File: config.mk
export PLATFORM = sky130hd
export DESIGN_NAME = dict_match_pipe_flat
export DESIGN_NICKNAME = d
export VERILOG_FILES = /design/src/rtl/dict_match_pipe_if.sv /design/src/rtl/dict_match_pipe.sv /design/src/flat_wrapper.sv
export SDC_FILE = /design/constraint.sdc
export NUM_CORES = 1
export LEC_CHECK = 0
export CAP_MARGIN = 10
export CORE_ASPECT_RATIO = 0.9
export CORE_UTILIZATION = 35
export CTS_BUF_LIST = sky130_fd_sc_hd__clkbuf_4 sky130_fd_sc_hd__clkbuf_8 sky130_fd_sc_hd__clkbuf_16
export DETAILED_ROUTE_END_ITERATION = 16
export PLACE_DENSITY = 0.57
export SLEW_MARGIN = 5
export SYNTH_ARGS = -nofsm -noshare
export SYNTH_HDL_FRONTEND = slang
export SYNTH_SLANG_ARGS = --single-unit
File: constraint.sdc
create_clock -name i_clk -period 43.3 [get_ports i_clk]
set_clock_uncertainty 0.15 [all_clocks]
set_input_delay 6.495 -clock i_clk [delete_from_list [all_inputs] [get_ports i_clk]]
set_output_delay 6.495 -clock i_clk [all_outputs]
set_load 0.03 [all_outputs]
File: src/rtl/dict_match_pipe_if.sv
// dict_match_pipe_if
//   Groups the handshake and data signals of the dictionary match engine.
//   Signal names follow the engine's point of view (i_* into the engine,
//   o_* out of it).
//   slave  : engine side  (receives words, produces results)
//   master : driver side  (upstream producer + downstream consumer)
//   i_valid/o_ready/i_word/i_zero_hit/i_flush : input word channel
//   o_valid/i_ready/o_match_bytes/o_location/o_word : result channel
interface dict_match_pipe_if #(
  parameter int WORD       = 32,
  parameter int DICT_ENTRY = 16
);
  localparam int MBW = $clog2(WORD/8 + 1);
  localparam int LW  = $clog2(DICT_ENTRY);

  logic            i_valid;
  logic            o_ready;
  logic [WORD-1:0] i_word;
  logic            i_zero_hit;
  logic            i_flush;
  logic            o_valid;
  logic            i_ready;
  logic [MBW-1:0]  o_match_bytes;
  logic [LW-1:0]   o_location;
  logic [WORD-1:0] o_word;

  modport slave (
    input  i_valid, i_word, i_zero_hit, i_flush, i_ready,
    output o_ready, o_valid, o_match_bytes, o_location, o_word
  );

  modport master (
    output i_valid, i_word, i_zero_hit, i_flush, i_ready,
    input  o_ready, o_valid, o_match_bytes, o_location, o_word
  );
endinterface

File: src/rtl/dict_match_pipe.sv
// dict_match_pipe
//   Two-stage dictionary match engine for the compressor match stage.
//   Keeps a FIFO-replaced dictionary of DICT_ENTRY words, compares each
//   accepted word against every valid entry and reports the longest run of
//   matching MS bytes plus the winning entry index.
// Ports
//   i_clk    : clock, all state on rising edge
//   i_rst_n  : asynchronous reset, active low
//   bus      : dict_match_pipe_if.slave (word in / result out handshakes)
module dict_match_pipe #(
  parameter int WORD            = 32,
  parameter int DICT_ENTRY      = 16,
  parameter int MIN_MATCH_BYTES = 2
) (
  input  logic              i_clk,
  input  logic              i_rst_n,
  dict_match_pipe_if.slave  bus
);
  localparam int NB  = WORD/8;
  localparam int MBW = $clog2(NB + 1);
  localparam int LW  = $clog2(DICT_ENTRY);

  // dictionary
  logic [WORD-1:0]       ent_q [DICT_ENTRY];
  logic [WORD-1:0]       ent_d [DICT_ENTRY];
  logic [DICT_ENTRY-1:0] vld_q, vld_d;
  logic [LW-1:0]         wptr_q, wptr_d;

  // stage 1: per-entry byte counts + word
  logic                  s1_valid_q, s1_valid_d;
  logic [WORD-1:0]       s1_word_q, s1_word_d;
  logic                  s1_zero_q, s1_zero_d;
  logic [MBW-1:0]        s1_cnt_q [DICT_ENTRY];
  logic [MBW-1:0]        s1_cnt_d [DICT_ENTRY];

  // stage 2: reduced winner
  logic                  s2_valid_q, s2_valid_d;
  logic [MBW-1:0]        s2_bytes_q, s2_bytes_d;
  logic [LW-1:0]         s2_loc_q, s2_loc_d;
  logic [WORD-1:0]       s2_word_q, s2_word_d;

  logic                  advance;
  logic                  accept;
  logic                  full_hit;
  logic [MBW-1:0]        cur_cnt [DICT_ENTRY];
  logic [MBW-1:0]        best_cnt;
  logic [LW-1:0]         best_loc;

  assign advance = !s2_valid_q || bus.i_ready;
  assign accept  = bus.i_valid && advance;

  // Compare the incoming word against the dictionary as it stands now,
  // i.e. before this word's own push.
  always_comb begin
    full_hit = 1'b0;
    for (int e = 0; e < DICT_ENTRY; e++) begin
      logic [MBW-1:0] run_cnt;
      logic           run;
      run_cnt = '0;
      run     = 1'b1;
      for (int b = NB-1; b >= 0; b--) begin
        if (run && (ent_q[e][8*b +: 8] == bus.i_word[8*b +: 8])) begin
          run_cnt = run_cnt + MBW'(1);
        end else begin
          run = 1'b0;
        end
      end
      if (!vld_q[e] || (run_cnt < MBW'(MIN_MATCH_BYTES))) begin
        cur_cnt[e] = '0;
      end else begin
        cur_cnt[e] = run_cnt;
      end
      if (vld_q[e] && (ent_q[e] == bus.i_word)) begin
        full_hit = 1'b1;
      end
    end
  end

  // Strictly-greater scan keeps the lowest index on ties; a zero best count
  // leaves the location at 0.
  always_comb begin
    best_cnt = '0;
    best_loc = '0;
    for (int e = 0; e < DICT_ENTRY; e++) begin
      if (s1_cnt_q[e] > best_cnt) begin
        best_cnt = s1_cnt_q[e];
        best_loc = LW'(e);
      end
    end
    if (s1_zero_q) begin
      best_cnt = '0;
      best_loc = '0;
    end
  end

  always_comb begin
    ent_d      = ent_q;
    vld_d      = vld_q;
    wptr_d     = wptr_q;
    s1_valid_d = s1_valid_q;
    s1_word_d  = s1_word_q;
    s1_zero_d  = s1_zero_q;
    s1_cnt_d   = s1_cnt_q;
    s2_valid_d = s2_valid_q;
    s2_bytes_d = s2_bytes_q;
    s2_loc_d   = s2_loc_q;
    s2_word_d  = s2_word_q;

    if (advance) begin
      s1_valid_d = accept;
      s1_word_d  = bus.i_word;
      s1_zero_d  = bus.i_zero_hit;
      s1_cnt_d   = cur_cnt;
      s2_valid_d = s1_valid_q;
      s2_bytes_d = best_cnt;
      s2_loc_d   = best_loc;
      s2_word_d  = s1_word_q;

      // Flush has priority over the push of a word accepted in the same cycle.
      if (bus.i_flush) begin
        vld_d  = '0;
        wptr_d = '0;
      end else if (accept && !bus.i_zero_hit && !full_hit) begin
        ent_d[wptr_q] = bus.i_word;
        vld_d[wptr_q] = 1'b1;
        wptr_d        = wptr_q + LW'(1);
      end
    end
  end

  always_ff @(posedge i_clk or negedge i_rst_n) begin
    if (!i_rst_n) begin
      for (int e = 0; e < DICT_ENTRY; e++) begin
        ent_q[e]    <= '0;
        s1_cnt_q[e] <= '0;
      end
      vld_q      <= '0;
      wptr_q     <= '0;
      s1_valid_q <= 1'b0;
      s1_word_q  <= '0;
      s1_zero_q  <= 1'b0;
      s2_valid_q <= 1'b0;
      s2_bytes_q <= '0;
      s2_loc_q   <= '0;
      s2_word_q  <= '0;
    end else begin
      ent_q      <= ent_d;
      s1_cnt_q   <= s1_cnt_d;
      vld_q      <= vld_d;
      wptr_q     <= wptr_d;
      s1_valid_q <= s1_valid_d;
      s1_word_q  <= s1_word_d;
      s1_zero_q  <= s1_zero_d;
      s2_valid_q <= s2_valid_d;
      s2_bytes_q <= s2_bytes_d;
      s2_loc_q   <= s2_loc_d;
      s2_word_q  <= s2_word_d;
    end
  end

  assign bus.o_ready       = advance;
  assign bus.o_valid       = s2_valid_q;
  assign bus.o_match_bytes = s2_bytes_q;
  assign bus.o_location    = s2_loc_q;
  assign bus.o_word        = s2_word_q;

endmodule

File: src/flat_wrapper.sv
// flat-port wrapper written by rule: the top's interface ports become plain ports
module dict_match_pipe_flat 
#(
  parameter int WORD            = 32,
  parameter int DICT_ENTRY      = 16,
  parameter int MIN_MATCH_BYTES = 2
)
  (i_clk, i_rst_n, bus_i_valid, bus_i_word, bus_i_zero_hit, bus_i_flush, bus_i_ready, bus_o_ready, bus_o_valid, bus_o_match_bytes, bus_o_location, bus_o_word);
  dict_match_pipe_if #(.WORD(WORD), .DICT_ENTRY(DICT_ENTRY)) bus_i ();
  input  logic i_clk;
  input  logic i_rst_n;
  input wire logic [$bits(bus_i.i_valid)-1:0] bus_i_valid;
  input wire logic [$bits(bus_i.i_word)-1:0] bus_i_word;
  input wire logic [$bits(bus_i.i_zero_hit)-1:0] bus_i_zero_hit;
  input wire logic [$bits(bus_i.i_flush)-1:0] bus_i_flush;
  input wire logic [$bits(bus_i.i_ready)-1:0] bus_i_ready;
  output wire logic [$bits(bus_i.o_ready)-1:0] bus_o_ready;
  output wire logic [$bits(bus_i.o_valid)-1:0] bus_o_valid;
  output wire logic [$bits(bus_i.o_match_bytes)-1:0] bus_o_match_bytes;
  output wire logic [$bits(bus_i.o_location)-1:0] bus_o_location;
  output wire logic [$bits(bus_i.o_word)-1:0] bus_o_word;
  assign bus_i.i_valid = bus_i_valid;
  assign bus_i.i_word = bus_i_word;
  assign bus_i.i_zero_hit = bus_i_zero_hit;
  assign bus_i.i_flush = bus_i_flush;
  assign bus_i.i_ready = bus_i_ready;
  assign bus_o_ready = bus_i.o_ready;
  assign bus_o_valid = bus_i.o_valid;
  assign bus_o_match_bytes = bus_i.o_match_bytes;
  assign bus_o_location = bus_i.o_location;
  assign bus_o_word = bus_i.o_word;
  dict_match_pipe #(.WORD(WORD), .DICT_ENTRY(DICT_ENTRY), .MIN_MATCH_BYTES(MIN_MATCH_BYTES)) u_core (.i_clk(i_clk), .i_rst_n(i_rst_n), .bus(bus_i));
endmodule
==> results.toml, run 1 <==
[worst_setup_path]
crit_required_ns = 43.68
cp_common_cell = "ha_1"
endpoint_kind = "register"
cp_num_cells = 94
max_stage_delay_ns = 0.63
worst-path-max-fanout = 10
crit_type = "register to register"
critPathTopFamily = "compound AO/OA/AOI/OAI gates"
r2r_cells = 94
path_buf_inv = 3
arrival_ns = 21.62
slowest_stage = "or4b_2"
start_kind = "register"

[place]
place.gp.congestion = 0.866
io_buffers = 78
dp_hpwl_um = 50200
placed_area_um2 = 35600

[run_status]
outcome = "finished clean"

[sta]
tightest_slew_ns = 1.11
fin_setup_tns_ns = 0
slew_headroom_pct = 25.9
slew_violations = 0
grt_setup_unrepaired = "no"
finalCritPeriodShare_pct = 49.1
setup_viol = 0
period_needed_ns = 21.24
fmax_ghz = 0.0471
hold_slack_ns = 0.313
finalHoldViolCount = 0

[layout]
layout-drive-gt1-share_pct = 19.9
fillCellCount = 9391
final_nets = 2986
area_growth_pct = 10.5
utilization_pct = 39.3
design_area_um2 = 38200

[power]
powerDensity_nw_per_um2 = 45.5
leakagePower_nw = 17.0
vdd_drop_max_mv = 0.0236

[cts]
cts_sinks = 654
postCtsSetupRepairBufs = 0
cts-root-buf = "clkbuf_16"
htree_levels = 3
path_clk_slew_ns = 0.06
cts_tree = "done"
clockBufferDepth = 3
cts_resized = 0
cts_buffers = 76
clk_latency_ns = 0.62
ctsHoldBuffers = 0

[logic_synthesis]
async_flop_share_pct = 100
yosys_warnings = 0
syn_nets = 3009
synth_ff_type = "dfrtp_1"
ys_types = 74
synth_cells = 2906
synth_edf_count = 0
ys_ff_latch = 654
syn_area_um2 = 34500
avgSynthCellArea_um2 = 11.9
yosysSeqAreaShare_pct = 47.4

[die]
ios = 79
core_area_um2 = 97000
fp.dieW_um = 333
fp-row-count = 108
dieArea_um2 = 99900
initial_core_util_pct = 35.6
die_y_um = 300

[detailed_routing]
wl_um = 79900
wire_per_inst_um = 19.0
vias = 20800
ant_nets = 0
viasPerCell = 4.96
drt_first_iter_violations = 1097
firstDrtPassIters = 4
drcViolationCount = 0

[worst_hold_path]
holdPathStages = 2
hold_path.class = "register to register"

[global_route]
antenna_found_initial = 5
grt_max_degree = 156
grt-ovfl-total = 0
grt_pass1_wl_um = 127000
grtUsageTotal_pct = 16.3
grt_pass1_vias = 20800

[run]
max_cap_viol_count = 0
-- per-stage QoR --
stage,power (W),cells,setup slack [ns]
finish,0.00173,4204,22.06
floorplan,0.00102,2906,24.70
CTS,0.00176,4202,22.17
global placement,0.00109,4070,22.56
global route,0.00182,4203,19.91
detailed placement,0.00110,4070,22.29
-- synthesized netlist by cell type (6+ instances only) --
| master | n | area (um^2) |
|---|---|---|
| o31ai_1 | 12 | 90.1 |
| mux2_1 | 186 | 2090 |
| inv_1 | 55 | 206 |
| ha_1 | 65 | 813 |
| a21oi_1 | 33 | 165 |
| a211oi_1 | 8 | 60.1 |
| dfrtp_1 | 654 | 16400 |
| nand2_1 | 285 | 1070 |
| xnor2_1 | 446 | 3910 |
| nand4_4 | 6 | 128 |
| nor4_2 | 15 | 188 |
| o22ai_1 | 6 | 37.5 |
| and2_1 | 16 | 100 |
| buf_2 | 41 | 205 |
| nor2b_1 | 22 | 138 |
| mux2_2 | 242 | 2730 |
| buf_4 | 47 | 353 |
| xor2_1 | 64 | 561 |
| o21ai_0 | 61 | 305 |
| nand2b_1 | 17 | 106 |
| o21a_1 | 19 | 143 |
| nor3_1 | 11 | 55.1 |
| nand3_1 | 42 | 210 |
| mux2_4 | 87 | 1310 |
| a31oi_1 | 7 | 43.8 |
| a21o_1 | 8 | 60.1 |
| o31a_1 | 13 | 114 |
| buf_1 | 7 | 26.3 |
| clkbuf_1 | 62 | 233 |
| and3_1 | 6 | 37.5 |
| buf_6 | 61 | 687 |
| nor2_1 | 71 | 267 |
| nand4_1 | 119 | 744 |
| nor4_1 | 26 | 163 |
-- cell families after synthesis --
kind of cell,synth area share [%]
muxes,17.9
buffers and inverters,4.95
and+or+nand+nor,10.1
adders and majority gates,2.36
DFF,47.4
AOI/OAI and AO/OA,4.29
xor gates and xnor gates,13.0
-- registers in the layout, summed over array words and instances (netlist names) --
signal and count:
u_core.bus.o_valid 1, u_core.s1_valid_q 1, u_core.bus.o_match_bytes 3, u_core.bus.o_word 32, u_core.s1_zero_q 1, u_core.vld_q 16
u_core.s1_word_q 32, u_core.ent_q 512, u_core.s1_cnt_q 48, u_core.wptr_q 4, u_core.bus.o_location 4
-- path summary, 6_finish.rpt --
kind / from / to / slack, ns
hold reg to reg: u_core.bus.o_word[6] / u_core.bus.o_word[6] / 0.31
hold / removal: u_core.bus.o_word[6] / u_core.bus.o_word[6] / 0.31
min in group asynchronous: i_rst_n / u_core.ent_q[174] / 5.77
max in group asynchronous: i_rst_n / u_core.ent_q[509] / 34.91
setup reg to reg: u_core.s1_cnt_q[43] / u_core.bus.o_location[3] / 22.06
setup / recovery: u_core.s1_cnt_q[43] / u_core.bus.o_location[3] / 22.06
-- worst min-delay path, stage by stage (launching register included) --
cell and delay (ns):
dfrtp_1 0.33, nand2_1 0.05, nand2_1 0.05
-- placed cells by master (no fill, tap or decap), types with 11 or more instances in the layout --
cell type	instances
nand3_1	42
nand2_1	285
nor3_1	11
clkbuf_4	20
and2_1	16
dfrtp_1	654
nor2_1	71
a21oi_1	33
clkbuf_16	77
mux2_1	186
clkdlybuf4s50_1	45
inv_1	54
buf_4	37
clkbuf_8	19
mux2_2	242
nor2b_1	21
o31a_1	13
nor4_1	25
mux2_4	87
xor2_1	64
xnor2_1	446
buf_2	32
nand4_1	119
o21ai_0	61
ha_1	65
o31ai_1	12
o21a_1	19
nand2b_1	17
nor4_2	16
-- final cells by class --
type,instances,area [um^2],area share (%)
Inverter,55,209,0.548
Antenna cell,2,5.00,0.0131
Timing Repair Buffer,117,943,2.47
Clock buffer,116,2340,6.13
Multi-Input combinational cell,1979,16500,43.2
Tap cell,1265,1580,4.15
Clock inverter,16,239,0.626
Sequential cell,654,16400,42.9
-- metal layers --
metal  global-route usage [%]  vias up  part of all wire (%)
li1                         -     9957                     -
met1                     22.4    10500                    48
met2                     26.3      243                    46
met3                     2.48      106                   3.2
met4                     5.26        8                   2.7
met5                        0        -                 0.063
-- power breakdown --
part	switching [W]	leakage [nW]	internal [W]
Clock	0.000259	1.29	0.000392
Sequential	0.0000702	8.81	0.000713
Combinational	0.000139	6.94	0.000161
No activity file was read; power rests on OpenSTA's default activity.
==> inputs of run 2 (changes only) <==
Clock period 43.3 ns to 21.8 ns, I/O delays scaled along.
==> run 2 against run 1 <==
Non-clock buffer count grew 2; worst hold slack worse by 0.0014 ns; maximum frequency grew 4.9%; power is 97% higher; clock-buffer cell count fell by 3; critical path type unchanged; largest cell class unchanged; largest power group unchanged.
==> results.toml, run 2 (synthesis results as in run 1) <==
[die]
die_y_um = 300
dieArea_um2 = 99900
core_area_um2 = 97000
fp.dieW_um = 333
initial_core_util_pct = 35.6
fp-row-count = 108
ios = 79

[layout]
largest_register_ffs = 512
layout-drive-gt1-share_pct = 20.1
utilization_pct = 39.3
top_register = "u_core.ent_q"
final_nets = 2987
reg.largest.list = "u_core.ent_q: 512 flops, u_core.s1_cnt_q: 48 flops"
regArea_um2 = 16400
fin_cells = 4203
multiInputGateArea_um2 = 16500
final_common_cell = "dfrtp_1"
area_growth_pct = 10.4
fillCellCount = 9407
final_cell_mix = "654 x dfrtp_1, 446 x xnor2_1, 285 x nand2_1"

[place]
io_buffers = 78
dp_cells = 4070
place.gp.congestion = 0.866
place_ws_ns = 0.770
dp_hpwl_um = 50100

[worst_hold_path]
hold_path_end = "u_core.bus.o_word[15]"
hold_path.class = "register to register"
holdPathStages = 2
min_from = "u_core.bus.o_word[15]"

[worst_setup_path]
crit_required_ns = 22.20
crit_type = "register to register"
worst-path-max-fanout = 10
r2r_slack_ns = 1.55
slowest_stage = "or4b_2"
reg2reg_to = "u_core.bus.o_match_bytes[1]"
r2r_cells = 96
arrival_ns = 20.65
critPathTopFamily = "compound AO/OA/AOI/OAI gates"
timing.rr.start = "u_core.s1_cnt_q[43]"
max_stage_delay_ns = 0.63
endpoint_kind = "register"
cp_common_cell = "ha_1"
path_buf_inv = 3
start_kind = "register"

[cts]
htree_levels = 3
clockBufferDepth = 3
cts_tree = "done"
cts_buffers = 75
clk_latency_ns = 0.63
cts_sinks = 654
path_clk_slew_ns = 0.06
cts-root-buf = "clkbuf_16"

[power]
p_sw_share_pct = 27.1
leakagePower_nw = 17.0
powerDensity_nw_per_um2 = 89.7
p_int_w = 0.00249
power_frac_clock_pct = 37.1
pwr-share-seq_pct = 45.5
vdd_drop_max_mv = 0.0462
p_switching_w = 0.000927
p_comb_share_pct = 17.5

[global_route]
grt-busiest-layer = "met2"
grt-ovfl-total = 0
antenna_found_initial = 6
grtUsageTotal_pct = 16.4
grt_max_degree = 156
grt_pass1_vias = 20800
grtUsageMet1_pct = 22.8
grt_pass1_wl_um = 127000
met3_usage_pct = 2.57
grt_use_met2_pct = 26.1

[sta]
finalHoldViolCount = 0
setup_viol = 0
tightest_slew_ns = 1.11
slew_headroom_pct = 25.9
worst_slack_ns = 1.55
period_needed_ns = 20.25
slew_violations = 0
finalCritPeriodShare_pct = 92.9
fmax_ghz = 0.0494

[detailed_routing]
drcViolationCount = 0
wire_per_inst_um = 19.1
firstDrtPassIters = 5
drt_first_iter_violations = 1298
wl_um = 80200
vias = 20900
ant_nets = 0
viasPerCell = 4.98

[run_status]
outcome = "finished clean"

[run]
max_cap_viol_count = 0
[run 2: worst register-to-register path: cells and delay by family (launching register included)]
| family | cells | cell delay [ns] |
|---|---|---|
| fa+ha+maj | 15 | 4.56 |
| mux | 1 | 0.39 |
| flops | 1 | 0.42 |
| compound gates | 44 | 8.68 |
| buf+inv | 3 | 0.30 |
| simple gates | 33 | 5.76 |
[run 2: stage by stage]
stage	area (um^2)	power [W]	hold slack [ns]	TNS (ns)
after global routing	38100	0.00360	0.334	-0.0173
after CTS	38000	0.00347	0.318	0
after floorplan	34500	0.00203	0.280	0
after global placement	35600	0.00217	0.291	0
final	38100	0.00342	0.311	0
after detailed placement	35600	0.00218	0.305	0
[run 2: worst max path at each step]
stage,start,endpoint,slack (ns),cells past startpoint
final,u_core.s1_cnt_q[43],u_core.bus.o_match_bytes[1],1.55,96
after CTS,u_core.s1_cnt_q[43],u_core.bus.o_match_bytes[1],0.64,96
after detailed placement,u_core.s1_cnt_q[43],u_core.bus.o_match_bytes[1],0.77,98
after global routing,u_core.s1_cnt_q[43],u_core.bus.o_match_bytes[1],-0.02,95
after floorplan,u_core.s1_cnt_q[43],u_core.bus.o_match_bytes[1],3.20,95
after global placement,u_core.s1_cnt_q[43],u_core.bus.o_match_bytes[1],1.06,98
[run 2: power by group through the flow]
stage	sequential, W	clock, W	combinational (W)
after floorplan	0.00157	0	0.000461
after global placement	0.00157	0	0.000598
after detailed placement	0.00158	0	0.000606
after CTS	0.00155	0.00131	0.000608
after global routing	0.00158	0.00135	0.000663
final	0.00155	0.00127	0.000598
[run 2: repair_timing]
action,CTS,global route
gates resized for setup,0,17
buffers inserted,0,2
setup endpoints to repair,0,7
hold buffers,0,0
[run 2: final cells by class]
cell class	count	share of cell area [%]
multi-input cells	1979	43.4
flip-flops and latches	654	42.9
clock buffers	113	6.07
well taps	1265	4.15
repair buffers	119	2.51
inverters	55	0.548
clock inverters	13	0.410
diodes	5	0.0328
[run 2: metal layers]
| layer | wire length [um] | vias up |
|---|---|---|
| met5 | 48 | - |
| met4 | 2080 | 8 |
| met3 | 2830 | 111 |
| met2 | 36700 | 265 |
| met1 | 38500 | 10600 |
| li1 | - | 9956 |
==> inputs of run 3 (changes only) <==
Settings changed: TNS_END_PERCENT from default to 20.
==> results of run 3 <==
No change in the layout: final DEF, timing and power equal those of run 2.
